File: config.mk
export PLATFORM = sky130hd
export DESIGN_NAME = uart_tx_fifo_flat
export DESIGN_NICKNAME = d
export VERILOG_FILES = /design/src/rtl/uart_tx_fifo_if.sv /design/src/rtl/uart_tx_fifo.sv /design/src/flat_wrapper.sv
export SDC_FILE = /design/constraint.sdc
export NUM_CORES = 1
export LEC_CHECK = 0
export BUFFER_PORTS_ARGS = -buffer_cell sky130_fd_sc_hd__buf_2
export CORE_ASPECT_RATIO = 1.25
export CORE_MARGIN = 2
export CORE_UTILIZATION = 29
export CTS_BUF_LIST = sky130_fd_sc_hd__clkbuf_8
export CTS_CLUSTER_DIAMETER = 60
export DETAILED_ROUTE_END_ITERATION = 8
export PLACE_DENSITY = 0.49
export SLEW_MARGIN = 20
export SYNTH_ARGS = -nofsm -noshare
export SYNTH_HDL_FRONTEND = slang
export SYNTH_SLANG_ARGS = --single-unit
export TNS_END_PERCENT = 100
File: constraint.sdc
create_clock -name i_clk -period 5.65 [get_ports i_clk]
set_input_delay 0.2825 -clock i_clk [delete_from_list [all_inputs] [get_ports i_clk]]
set_output_delay 0.2825 -clock i_clk [all_outputs]
set_load 0.01 [all_outputs]
File: src/rtl/uart_tx_fifo_if.sv
// Write-side bus of uart_tx_fifo: data/strobe in, ready/level/overflow back.
interface uart_tx_fifo_if #(
    parameter int unsigned DATA_BITS  = 8,
    parameter int unsigned FIFO_DEPTH = 16
);
    localparam int unsigned LVL_W = $clog2(FIFO_DEPTH) + 1;

    logic [DATA_BITS-1:0] i_dat;
    logic                 i_write;
    logic                 o_ready;
    logic [LVL_W-1:0]     o_level;
    logic                 o_overflow;

    modport master (
        output i_dat, i_write,
        input  o_ready, o_level, o_overflow
    );

    modport slave (
        input  i_dat, i_write,
        output o_ready, o_level, o_overflow
    );
endinterface

File: src/rtl/uart_tx_fifo.sv
// FIFO-fed serial transmitter: configurable width, runtime parity/stop/divisor,
// host RTS_n honoured only at frame boundaries.
module uart_tx_fifo #(
    parameter int unsigned DATA_BITS  = 8,
    parameter int unsigned FIFO_DEPTH = 16,
    parameter int unsigned DIV_WIDTH  = 16
) (
    input  logic                 i_clk,
    input  logic                 i_reset_n,
    input  logic [DIV_WIDTH-1:0] i_cycles_per_bit,
    input  logic [1:0]           i_parity_mode,
    input  logic                 i_two_stop,
    input  logic                 i_rts_n,
    output logic                 o_sout,
    output logic                 o_busy,
    uart_tx_fifo_if.slave        wr
);
    localparam int unsigned LVL_W = $clog2(FIFO_DEPTH) + 1;
    localparam int unsigned PTR_W = $clog2(FIFO_DEPTH);
    localparam int unsigned BIT_W = $clog2(DATA_BITS);

    typedef enum logic [2:0] {
        S_IDLE,
        S_START,
        S_DATA,
        S_PARITY,
        S_STOP
    } state_e;

    logic [DATA_BITS-1:0] mem [FIFO_DEPTH];
    logic [PTR_W-1:0]     wr_ptr_q, wr_ptr_d;
    logic [PTR_W-1:0]     rd_ptr_q, rd_ptr_d;
    logic [LVL_W-1:0]     level_q, level_d;
    logic                 overflow_q;

    state_e               state_q;
    logic [DIV_WIDTH-1:0] cnt_q;
    logic [DIV_WIDTH-1:0] div_q;
    logic [BIT_W-1:0]     bit_idx_q;
    logic [DATA_BITS-1:0] shift_q;
    logic                 parity_q;
    logic                 par_en_q;
    logic                 two_stop_q;
    logic                 stop2_q;
    logic                 sout_q;
    logic                 busy_q;

    logic                 full_c;
    logic                 push_c;
    logic                 pop_c;
    logic                 bit_end_c;
    logic                 frame_end_c;
    logic [DIV_WIDTH-1:0] div_eff_c;
    logic [DATA_BITS-1:0] rd_word_c;

    // Handshake, pop decision and FIFO bookkeeping
    always_comb begin
        full_c      = (level_q == LVL_W'(FIFO_DEPTH));
        push_c      = wr.i_write & ~full_c;
        bit_end_c   = (cnt_q == div_q - DIV_WIDTH'(1));
        frame_end_c = (state_q == S_STOP) && bit_end_c && (!two_stop_q || stop2_q);
        pop_c       = (level_q != '0) && !i_rts_n && ((state_q == S_IDLE) || frame_end_c);
        div_eff_c   = (i_cycles_per_bit < DIV_WIDTH'(2)) ? DIV_WIDTH'(2) : i_cycles_per_bit;
        rd_word_c   = mem[rd_ptr_q];

        wr_ptr_d = push_c ? wr_ptr_q + PTR_W'(1) : wr_ptr_q;
        rd_ptr_d = pop_c  ? rd_ptr_q + PTR_W'(1) : rd_ptr_q;
        level_d  = level_q;
        case ({push_c, pop_c})
            2'b10:   level_d = level_q + LVL_W'(1);
            2'b01:   level_d = level_q - LVL_W'(1);
            default: level_d = level_q;
        endcase
    end

    always_ff @(posedge i_clk) begin
        if (push_c) begin
            mem[wr_ptr_q] <= wr.i_dat;
        end
    end

    always_ff @(posedge i_clk) begin
        if (!i_reset_n) begin
            wr_ptr_q   <= '0;
            rd_ptr_q   <= '0;
            level_q    <= '0;
            overflow_q <= 1'b0;
        end else begin
            wr_ptr_q <= wr_ptr_d;
            rd_ptr_q <= rd_ptr_d;
            level_q  <= level_d;
            if (wr.i_write && full_c) begin
                overflow_q <= 1'b1;
            end
        end
    end

    // Frame sequencer; a pop (from IDLE or at stop end) launches the next start bit
    always_ff @(posedge i_clk) begin
        if (!i_reset_n) begin
            state_q    <= S_IDLE;
            cnt_q      <= '0;
            div_q      <= DIV_WIDTH'(2);
            bit_idx_q  <= '0;
            shift_q    <= '0;
            parity_q   <= 1'b0;
            par_en_q   <= 1'b0;
            two_stop_q <= 1'b0;
            stop2_q    <= 1'b0;
            sout_q     <= 1'b1;
            busy_q     <= 1'b0;
        end else if (pop_c) begin
            state_q    <= S_START;
            cnt_q      <= '0;
            div_q      <= div_eff_c;
            bit_idx_q  <= '0;
            shift_q    <= rd_word_c;
            parity_q   <= (^rd_word_c) ^ (i_parity_mode == 2'b10);
            par_en_q   <= (i_parity_mode == 2'b01) || (i_parity_mode == 2'b10);
            two_stop_q <= i_two_stop;
            stop2_q    <= 1'b0;
            sout_q     <= 1'b0;
            busy_q     <= 1'b1;
        end else begin
            case (state_q)
                S_IDLE: begin
                    sout_q <= 1'b1;
                    busy_q <= 1'b0;
                end
                S_START: begin
                    if (bit_end_c) begin
                        state_q   <= S_DATA;
                        cnt_q     <= '0;
                        bit_idx_q <= '0;
                        sout_q    <= shift_q[0];
                        shift_q   <= {1'b0, shift_q[DATA_BITS-1:1]};
                    end else begin
                        cnt_q <= cnt_q + DIV_WIDTH'(1);
                    end
                end
                S_DATA: begin
                    if (bit_end_c) begin
                        cnt_q <= '0;
                        if (bit_idx_q == BIT_W'(DATA_BITS - 1)) begin
                            if (par_en_q) begin
                                state_q <= S_PARITY;
                                sout_q  <= parity_q;
                            end else begin
                                state_q <= S_STOP;
                                stop2_q <= 1'b0;
                                sout_q  <= 1'b1;
                            end
                        end else begin
                            bit_idx_q <= bit_idx_q + BIT_W'(1);
                            sout_q    <= shift_q[0];
                            shift_q   <= {1'b0, shift_q[DATA_BITS-1:1]};
                        end
                    end else begin
                        cnt_q <= cnt_q + DIV_WIDTH'(1);
                    end
                end
                S_PARITY: begin
                    if (bit_end_c) begin
                        state_q <= S_STOP;
                        cnt_q   <= '0;
                        stop2_q <= 1'b0;
                        sout_q  <= 1'b1;
                    end else begin
                        cnt_q <= cnt_q + DIV_WIDTH'(1);
                    end
                end
                S_STOP: begin
                    if (bit_end_c) begin
                        cnt_q <= '0;
                        if (two_stop_q && !stop2_q) begin
                            stop2_q <= 1'b1;
                        end else begin
                            state_q <= S_IDLE;
                            busy_q  <= 1'b0;
                            sout_q  <= 1'b1;
                        end
                    end else begin
                        cnt_q <= cnt_q + DIV_WIDTH'(1);
                    end
                end
                default: begin
                    state_q <= S_IDLE;
                    sout_q  <= 1'b1;
                    busy_q  <= 1'b0;
                end
            endcase
        end
    end

    assign o_sout        = sout_q;
    assign o_busy        = busy_q;
    assign wr.o_ready    = ~full_c;
    assign wr.o_level    = level_q;
    assign wr.o_overflow = overflow_q;

endmodule

File: src/flat_wrapper.sv
// flat-port wrapper written by rule: the top's interface ports become plain ports
module uart_tx_fifo_flat 
#(
    parameter int unsigned DATA_BITS  = 8,
    parameter int unsigned FIFO_DEPTH = 16,
    parameter int unsigned DIV_WIDTH  = 16
)
  (i_clk, i_reset_n, i_cycles_per_bit, i_parity_mode, i_two_stop, i_rts_n, o_sout, o_busy, wr_i_dat, wr_i_write, wr_o_ready, wr_o_level, wr_o_overflow);
  uart_tx_fifo_if #(.DATA_BITS(DATA_BITS), .FIFO_DEPTH(FIFO_DEPTH)) wr_i ();
  input  logic i_clk;
  input  logic i_reset_n;
  input  logic [DIV_WIDTH-1:0] i_cycles_per_bit;
  input  logic [1:0] i_parity_mode;
  input  logic i_two_stop;
  input  logic i_rts_n;
  output logic o_sout;
  output logic o_busy;
  input wire logic [$bits(wr_i.i_dat)-1:0] wr_i_dat;
  input wire logic [$bits(wr_i.i_write)-1:0] wr_i_write;
  output wire logic [$bits(wr_i.o_ready)-1:0] wr_o_ready;
  output wire logic [$bits(wr_i.o_level)-1:0] wr_o_level;
  output wire logic [$bits(wr_i.o_overflow)-1:0] wr_o_overflow;
  assign wr_i.i_dat = wr_i_dat;
  assign wr_i.i_write = wr_i_write;
  assign wr_o_ready = wr_i.o_ready;
  assign wr_o_level = wr_i.o_level;
  assign wr_o_overflow = wr_i.o_overflow;
  uart_tx_fifo #(.DATA_BITS(DATA_BITS), .FIFO_DEPTH(FIFO_DEPTH), .DIV_WIDTH(DIV_WIDTH)) u_core (.i_clk(i_clk), .i_reset_n(i_reset_n), .i_cycles_per_bit(i_cycles_per_bit), .i_parity_mode(i_parity_mode), .i_two_stop(i_two_stop), .i_rts_n(i_rts_n), .o_sout(o_sout), .o_busy(o_busy), .wr(wr_i));
endmodule
Yosys cells after proc, flatten, opt, wreduce, memory -nomap -nowiden
Memories as Yosys holds them, arrays and structs flattened. A register that Yosys moved wholly into a read port is not among the register bits.
Cells that the tools add are included.
{"block": "word_totals", "romBits": 0, "mem_count": 1, "latch_bits": 0, "output_inout_bits": 9, "word_cells": 133, "reg_bits": 66, "mem_bits_rw": 128}
{"block": "classes", "multipliers": 0, "n_lt_le_gt_ge": 1, "div_mod_pow": 0, "eq_ne": 29, "n_bitwise": 5, "muxes": 45, "shifts": 0, "add_sub_neg": 7, "n_reduce_logical": 29}
{"memory": "u_core.mem", "words": 16, "width": 8, "rd": 1, "rd_ports_with_merged_regs": 1, "wr": 1, "line_no": "uart_tx_fifo.sv:30", "rtl": "logic [DATA_BITS-1:0] mem [FIFO_DEPTH];"}
{"operator": "16-bit two-way mux", "count": 2}
{"operator": "8-bit two-way mux", "count": 4}
{"operator": "3-bit two-way mux", "count": 10}
{"operator": "7-bit AND reduction", "count": 3}
{"operator": "1-bit two-way mux", "count": 20}
{"operator": "16-bit by 1-bit adder with 16-bit output, second input constant", "count": 1}
{"operator": "16-bit == test", "count": 1}
{"operator": "16-bit by 2-bit less-than comparator with 1-bit output, second input constant", "count": 1}
{"operator": "8-bit case mux with 2 select lines", "count": 1}
{"operator": "16-bit by 1-bit subtractor with 16-bit output, second input constant", "count": 1}
{"operator": "3-bit by 1-bit != test with 1-bit output, second input constant", "count": 5}
{"operator": "3-bit case mux with 5 select lines", "count": 1}
{"operator": "2-bit by 1-bit != test with 1-bit output, second input constant", "count": 7}
{"operator": "5-bit case mux with 2 select lines", "count": 1}
{"operator": "4-bit by 1-bit adder with 4-bit output, second input constant", "count": 2}
{"operator": "4-bit two-way mux", "count": 2}
{"operator": "2-bit != test, second input constant", "count": 4}
{"operator": "4-bit AND reduction", "count": 2}
{"operator": "8-bit parity", "count": 1}
{"operator": "3-bit by 2-bit == test with 1-bit output, second input constant", "count": 2}
{"operator": "3-bit == test, second input constant", "count": 2}
{"operator": "1-bit logical AND", "count": 6}
{"operator": "3-bit by 2-bit != test with 1-bit output, second input constant", "count": 2}
{"operator": "3-bit case mux with 2 select lines", "count": 1}
{"operator": "other kinds (24)", "count": 34}

Depth between registers and ports, before layout
Gate-level depths: netlist of the first run.
{"block": "depth", "depth_word": 8, "mapped_depth": 22, "mapped_depth_nobuf": 18}

Least setup slack after synthesis of the first run
No wires, ideal clock.
{"block": "synth_path", "path_kind": "register to register", "start": "reg u_core.div_q[0]", "end": "reg u_core.level_q[4] (netlist: u_core.wr.o_level[4])", "path_stages_with_launch": 23, "period_less_slack_ps": 4263, "setup_ps": 70, "arrival_time_ps": 4192, "required_ps": 5580, "setup_slack_ps": 1387, "path_cell_list": "dfxtp_1 inv_1 ha_1 or4b_1 buf_2 or4_1 o2111ai_1 o22ai_1 nor4_4 nor2_4 inv_2 buf_6 buf_6 ha_1 clkbuf_1 xor2_1 ha_1 o21ai_0 a21oi_1 a21oi_1 xor2_1 or3_1 a21oi_1"}
{"block": "synth_between", "elab_chain_cells": 8}
{"item": "from (decl)", "line_no": "uart_tx_fifo.sv:38", "rtl": "logic [DIV_WIDTH-1:0] div_q;"}
{"item": "from (signal assigned)", "line_no": "uart_tx_fifo.sv:115", "rtl": "div_q <= div_eff_c;"}
{"item": "16-bit by 1-bit subtractor with 16-bit output *", "line_no": "uart_tx_fifo.sv:60", "rtl": "bit_end_c = (cnt_q == div_q - DIV_WIDTH'(1));"}
{"item": "16-bit == test *", "line_no": "uart_tx_fifo.sv:60"}
{"item": "1-bit logical AND * (2 in a row)", "line_no": "uart_tx_fifo.sv:61", "rtl": "frame_end_c = (state_q == S_STOP) && bit_end_c && (!two_stop_q || stop2_q);"}
{"item": "1-bit logical OR *", "line_no": "uart_tx_fifo.sv:62", "rtl": "pop_c = (level_q != '0) && !i_rts_n && ((state_q == S_IDLE) || frame_end_c);"}
{"item": "1-bit logical AND *", "line_no": "uart_tx_fifo.sv:62"}
{"item": "via u_core.pop_c", "line_no": "uart_tx_fifo.sv:50", "rtl": "logic pop_c;"}
{"item": "2-bit by 1-bit == test with 1-bit output or 2-bit == test (tied branches)", "line_no": "uart_tx_fifo.sv:69", "rtl": "case ({push_c, pop_c})"}
{"item": "5-bit case mux with 2 select lines or 2-bit nonzero test (tied branches)"}
{"item": "to (signal assigned)", "line_no": "uart_tx_fifo.sv:91", "rtl": "level_q <= level_d;"}
{"item": "to (decl)", "line_no": "uart_tx_fifo.sv:33", "rtl": "logic [LVL_W-1:0] level_q, level_d;"}
Mark *: on every way through the listed nets, which the timed path passes. The rest lies on a longest branch.
A chain may end at the register's enable or synchronous reset.

Worst setup path after layout of the first run
{"block": "layout_path", "start": "reg u_core.div_q[0]", "end": "reg u_core.level_q[4] (netlist: u_core.wr.o_level[4])"}
{"block": "layout_between", "elab_chain_cells": 8}
{"item": "16-bit by 1-bit subtractor with 16-bit output *", "line_no": "uart_tx_fifo.sv:60"}
{"item": "16-bit == test *", "line_no": "uart_tx_fifo.sv:60"}
{"item": "1-bit logical AND * (2 in a row)", "line_no": "uart_tx_fifo.sv:61"}
{"item": "1-bit logical OR *", "line_no": "uart_tx_fifo.sv:62"}
{"item": "1-bit logical AND *", "line_no": "uart_tx_fifo.sv:62"}
{"item": "2-bit by 1-bit == test with 1-bit output or 2-bit == test (tied branches)", "line_no": "uart_tx_fifo.sv:69"}
{"item": "5-bit case mux with 2 select lines or 2-bit nonzero test (tied branches)"}
Every way passes the cells marked *; elsewhere a longest branch is shown, timed or not.

==> results of run 1 <==
==> final timing paths <==
check	start	to	slack, ps	cells past startpoint
max	u_core.div_q[0]	u_core.wr.o_level[4]	980	19
min	i_cycles_per_bit[10]	u_core.div_q[10]	30	3
max reg2reg	u_core.div_q[0]	u_core.wr.o_level[4]	980	19
min reg2reg	u_core.bit_idx_q[2]	u_core.bit_idx_q[2]	460	2
==> where the power goes <==
part | leakage (nW) | internal, W | switching (W)
logic | 1.23 | 0.000585 | 0.000676
registers | 1.73 | 0.00167 | 0.000179
clock network | 0.213 | 0.000354 | 0.000605
total | 3.17 | 0.00261 | 0.00146
==> stage by stage <==
| stage | instance area (µm²) | std cells | power [W] |
|---|---|---|---|
| finish | 9700 | 1113 | 0.00407 |
| global placement | 9250 | 1081 | 0.00316 |
| detailed placement | 9250 | 1081 | 0.00317 |
| CTS | 9700 | 1113 | 0.00414 |
| floorplan | 8660 | 672 | 0.00287 |
| global route | 9700 | 1113 | 0.00433 |
==> logic make-up after synthesis <==
group,share of synthesized area
XOR/XNOR,0.0538
AND/OR/NAND/NOR,0.129
multiplexers,0.0955
AO/OA/AOI/OAI,0.0701
adder cells (fa/ha/maj),0.0202
buffers and inverters,0.0252
flip-flops,0.606
==> metal layers <==
metal / routed length (µm) / part of all wire
met1: 7840 / 0.43
met5: 0 / 0
met4: 183 / 0.010
met3: 551 / 0.030
met2: 9560 / 0.53
==> registers in the layout, indices dropped and copies added, names as in the netlist, 4 cells and up, named ones only <==
register	cells
u_core.wr_ptr_q	4
u_core.div_q	16
u_core.cnt_q	16
u_core.shift_q	8
u_core.mem	128
u_core.wr.o_level	5
u_core.rd_ptr_q	4
==> cells in the final DEF (no fill, tap or decap), types with 5 or more instances in the layout <==
cell type / n
nor2_1: 66
a22oi_1: 13
xor2_1: 24
inv_1: 10
ha_1: 14
nand2_1: 75
edfxtp_1: 128
nor3_1: 11
a21oi_1: 36
clkinv_8: 7
xnor2_1: 24
nor4_1: 5
buf_2: 39
mux2i_1: 5
buf_4: 9
nand3_1: 18
o21ai_0: 9
dfxtp_1: 69
and2_1: 5
mux4_2: 34
or3_1: 6
nor2b_1: 6
a31oi_1: 10
clkbuf_8: 17
nand4_1: 7
nand2b_1: 6
==> worst max-delay path: cells and delay by family (launching register included) <==
| kind | cells | cell delay (ps) |
|---|---|---|
| flops | 1 | 370 |
| simple gates | 5 | 1780 |
| fa+ha+maj | 3 | 850 |
| buf+inv | 3 | 440 |
| compound gates | 5 | 640 |
| xor+xnor | 3 | 510 |
==> layout make-up <==
cell class                      instances  area share
Clock buffer                           17      0.0241
Clock inverter                         15      0.0217
Inverter                               12     0.00464
Multi-Input combinational cell        427       0.330
Sequential cell                       198       0.541
Tap cell                              396      0.0511
Timing Repair Buffer                   48      0.0271
==> key figures, run 1 <==
GRT
  – GRT busiest layer: met2
  – Largest net degree at the start of global routing: 34
  – Met1 Resource Use GR: 0.146
  – M2 GR Usage: 0.219
  – Vias in the first global route: 5251
  – First-pass GRT wire length: 28700 µm
  – Grt total ovfl: 0
  – GRT Total Usage: 0.122
  – Initial antenna violation count: 0
  – Met3 usage: 0.0235

Yosys
  – Top_reg_cell synth: edfxtp_1
  – Netlist cell types: 63
  – Post-synth top cells: edfxtp_1 (128), nand2_1 (75), dfxtp_1 (70), nor2_1 (66), a21oi_1 (36)
  – Cells after synthesis: 672
  – Top post-synthesis cells by area: edfxtp_1 (44%), dfxtp_1 (16%), mux4_2 (8.8%), nand2_1 (3.3%), nor2_1 (2.9%)
  – Synth Register Bits: 198
  – Post-synth EDFFs: 128
  – Net Count, Synth: 717
  – Top cell type's share of synthesized area: 0.444
  – Synth warn: 0
  – Post-synth ARST share: 0
  – Mapped cell area: 8660 µm²
  – Syn_area_per_cell: 12.9 µm²
  – Largest area contributor in the netlist: edfxtp_1
  – Most common cell in the netlist: edfxtp_1
  – Register area share after synthesis: 0.606

Routing
  – Routed via count: 5170
  – First-pass iteration count of the detailed router: 4
  – Vias/cell: 4.65
  – Antenna-violating nets left: 0
  – Avg WL per Cell: 16.3 µm
  – DRC: 0
  – Routed Wire Length: 18100 µm
  – 1st-iter DRT viols: 328

Worst setup path
  – CP Data Arrival Time: 5080 ps
  – Worst setup SP type: register
  – Setup crit end kind: register
  – Crit path kind: register to register
  – Max Fanout on Critical Path: 30
  – Worst EP required: 6060 ps
  – Max stage delay on crit path: 630 ps
  – Slowest CP cell: or4b_1
  – CP cell instances: inv_1 -> ha_1 -> or4b_1 -> nor4_1 -> xnor2_1 -> o221ai_2 -> nor4_4 -> nor2_4 -> inv_2 -> buf_4 -> ha_1 -> xor2_1 -> ha_1 -> o21ai_0 -> a21oi_1 -> a21oi_1 -> xor2_1 -> or3_1 -> a21oi_1

Clock network
  – Clock-pin transition on the worst setup and hold timing paths: 130 ps
  – Clock root buffer: clkbuf_8
  – Clock Tree Buf Depth: 2
  – CTS resizes: 0
  – CTS Sinks: 198
  – Num CTS Buffers: 17
  – Hold buffer count at cts: 0
  – Htree depth: 4
  – Post-CTS Setup Bufs: 0
  – CTS tree: done
  – Worst skew pair latency: 490 ps

Place
  – Port-buffer cells: 39
  – GPL Wtd Cong: 0.749
  – Post-DP HPWL: 12800 µm
  – Placement Setup Slack: 1010 ps

Timing
  – Final Slew Violations: 0
  – Final setup TNS: 0 ps
  – Fmax: 0.214 GHz
  – Worst slew pin tran: 955 ps
  – Endpoints failing hold: 0
  – Fin crit period: 4670 ps
  – RSZ-0062 raised after global routing: false
  – Setup WS post-layout: 980 ps
  – Final setup viols: 0
  – Clk_skew: 24.9 ps
  – Hold_ws: 30.4 ps
  – Slew Limit Headroom: 0.363
  – Period utilization: 0.826

Status
  – Status: finished clean

Die
  – I/O pin cnt: 40
  – Site row count: 70
  – Starting density of the core: 0.295
  – Area of the core: 29300 µm²
  – Die width: 159 µm
  – Die area: 31300 µm²
  – Die Y-Extent: 197 µm

Hold path
  – Worst Hold Class: primary input to register

Layout
  – Layout cells sized above 1: 0.181
  – Reg area: 5250 µm²
  – Area of the multi-input gates: 3200 µm²
  – Nets: 749
  – Diodes inserted: 0
  – FILL cells: 2901
  – P&R area growth vs syn: 12.0%
  – Fin util: 0.331

Pwr
  – PD cells: 420 nW/µm²
  – Leakage: 3.17 nW
  – Maximum VDD drop: 0.000186 V

Job
  – Max-cap violations: 0
No activity file was read; power rests on OpenSTA's default activity.
==> run 2, diff against run 1 <==
--- a/config.mk
+++ b/config.mk
@@ -12,7 +12,7 @@
 export CTS_BUF_LIST = sky130_fd_sc_hd__clkbuf_8
 export CTS_CLUSTER_DIAMETER = 60
 export DETAILED_ROUTE_END_ITERATION = 8
-export PLACE_DENSITY = 0.49
+export PLACE_DENSITY = 0.5
 export SLEW_MARGIN = 20
 export SYNTH_ARGS = -nofsm -noshare
 export SYNTH_HDL_FRONTEND = slang
==> constraint.sdc (replaced) <==
create_clock -name i_clk -period 4.12 [get_ports i_clk]
set_input_delay 0.206 -clock i_clk [delete_from_list [all_inputs] [get_ports i_clk]]
set_output_delay 0.206 -clock i_clk [all_outputs]
set_load 0.01 [all_outputs]
==> key figures, run 2 (synthesized netlist as in run 1, its figures left out) <==
Pwr
  – Maximum VDD drop: 0.000255 V (+38%)
  – PD cells: 566 nW/µm² (+35%)
  – Pwr Total: 0.00563 W (+38%)
  – Leakage: 3.29 nW (+4.0%)

Clock network
  – CTS tree: done
  – Htree depth: 4 (unchanged)
  – Worst skew pair latency: 470 ps (-20 ps)
  – CTS Sinks: 198 (unchanged)
  – Clock root buffer: clkbuf_8
  – Clock-pin transition on the worst setup and hold timing paths: 110 ps (-20 ps)
  – Num CTS Buffers: 17 (unchanged)
  – Clock Tree Buf Depth: 2 (unchanged)

Status
  – Status: finished clean

Die
  – Area of the core: 29300 µm² (unchanged)
  – Die Y-Extent: 197 µm (unchanged)
  – Die width: 159 µm (unchanged)
  – Starting density of the core: 0.295 (unchanged)
  – Die area: 31300 µm² (unchanged)
  – Site row count: 70 (unchanged)
  – I/O pin cnt: 40 (unchanged)

Worst setup path
  – Setup crit end kind: register
  – Worst EP required: 4520 ps (-1540 ps)
  – Crit path kind: register to register
  – Worst setup SP type: register
  – CP Data Arrival Time: 4280 ps (-800 ps)
  – Slowest CP cell: or4_4
  – CP cell instances: or4_4 -> buf_4 -> or4_1 -> a21oi_2 -> o21ai_1 -> nor4_4 -> nor2_4 -> inv_2 -> ha_4 -> xor2_1 -> ha_2 -> o21ai_0 -> a21oi_1 -> a21oi_1 -> xor2_1 -> or3_1 -> a21oi_1
  – Max stage delay on crit path: 530 ps (-100 ps)
  – CP most frequent cell: a21oi_1
  – Max Fanout on Critical Path: 7 (-77%)

Layout
  – Max reg flops: 128 (unchanged)
  – Nets: 777 (+3.7%)
  – Reg with most FFs: u_core.mem
  – Layout cells sized above 1: 0.203 (+0.0214)
  – Most common cell after layout, fill and taps aside: edfxtp_1
  – Design area: 9960 µm² (+2.7%)
  – P&R area growth vs syn: 15.1%
  – Diodes inserted: 0 (unchanged)
  – Non-Filler Instances: 1141 (+2.5%)
  – Top Registers: u_core.mem: 128 flops, u_core.cnt_q: 16 flops, u_core.div_q: 16 flops
  – Commonest non-fill, non-tap cells in the layout: edfxtp_1 (128), nand2_1 (75), dfxtp_1 (68), nor2_1 (66), buf_2 (39)

GRT
  – Grt total ovfl: 0 (unchanged)
  – Largest net degree at the start of global routing: 34 (unchanged)
  – Vias in the first global route: 5472 (+4.2%)
  – Initial antenna violation count: 0 (unchanged)
  – First-pass GRT wire length: 29400 µm (+2.4%)
  – GRT Total Usage: 0.123 (+0.000998)

Place
  – Port-buffer cells: 39 (unchanged)
  – Post-DP HPWL: 12800 µm (about the same)
  – Placed cells: 1088 (+0.65%)
  – GPL Wtd Cong: 0.753 (+0.59%)
  – Placement Setup Slack: 221 ps (-784 ps)
  – DP Area: 9360 µm² (+1.1%)

Timing
  – Period utilization: 0.941 (+0.115)
  – Fin crit period: 3880 ps (-792 ps)
  – Worst slew pin tran: 849 ps (-105 ps)
  – Slew Limit Headroom: 0.432 (+0.0682)
  – Endpoints failing hold: 0 (unchanged)
  – Final Slew Violations: 0 (unchanged)
  – Setup WS post-layout: 242 ps (-738 ps)
  – Clk_skew: 17.2 ps (-7.70 ps)
  – Fmax: 0.258 GHz (+20%)
  – Final setup viols: 0 (unchanged)

Routing
  – DRC: 0 (unchanged)
  – Routed Wire Length: 18400 µm (+1.2%)
  – First-pass iteration count of the detailed router: 4 (unchanged)
  – Avg WL per Cell: 16.1 µm (-1.2%)
  – Routed via count: 5282 (+2.2%)
  – 1st-iter DRT viols: 248 (-24%)
  – Vias/cell: 4.63 (-0.34%)
  – Antenna-violating nets left: 0 (unchanged)

Job
  – Max-cap violations: 0 (unchanged)

Hold path
  – Worst Hold Class: primary input to register
-- run 2: cell count changes in the layout (fill, tap and decap cells not counted), sizes merged --
cell,delta
clkinv,-2
dlygate4sd3,+18
buf,+10
clkinvlp,-1
inv,+3
-- run 2: through the flow --
step	utilization	setup TNS, ps	hold WS, ps
6_report	0.339	0	57.2
3_5_place_dp	0.319	0	447
3_3_place_gp	0.319	0	445
5_1_grt	0.339	-53.1	52.6
4_1_cts	0.338	0	14.3
2_1_floorplan	-	0	282
-- run 2: final timing paths --
path	startpoint	endpoint	slack, ps	depth (start not counted)
min reg2reg	u_core.bit_idx_q[2]	u_core.bit_idx_q[2]	470	2
max reg2reg	u_core.div_q[7]	u_core.wr.o_level[4]	240	17
min	i_cycles_per_bit[1]	u_core.div_q[1]	60	3
max	u_core.div_q[7]	u_core.wr.o_level[4]	240	17
-- run 2: routing by layer --
layer  GRT usage  wire length, µm
met2       0.217             9430
met4      0.0310              153
met1       0.154             8390
met3      0.0224              384
met5           0                0
-- run 2: report_power, final --
group          switching (W)  internal, W
clock               0.000766     0.000457
sequential          0.000218      0.00229
combinational       0.000995     0.000904
total                0.00198      0.00366
-- run 2: cell type report --
class / instances / area, µm²
multi-input combinational: 427 / 3270
timing repair buffer: 76 / 518
inverter: 12 / 45.0
tap: 396 / 495
fill: 2920 / 19400
sequential: 198 / 5250
clock inverter: 15 / 154
clock buffer: 17 / 234
-- run 2: worst max-delay path: cells and delay by family (launching register included) --
| family | cells | cell delay [ps] |
|---|---|---|
| AO/OA/AOI/OAI | 6 | 730 |
| XOR/XNOR | 2 | 300 |
| adder cells (fa/ha/maj) | 2 | 380 |
| buffers and inverters | 2 | 250 |
| flip-flops | 1 | 360 |
| AND/OR/NAND/NOR | 5 | 1780 |
-- run 2: timing repair --
item                                    in CTS  in global routing
resized for setup                            0                  4
hold endpoints to repair                    18                  0
buffers inserted                             0                  3
endpoints found under the setup margin       0                  1
hold buffers                                18                  0
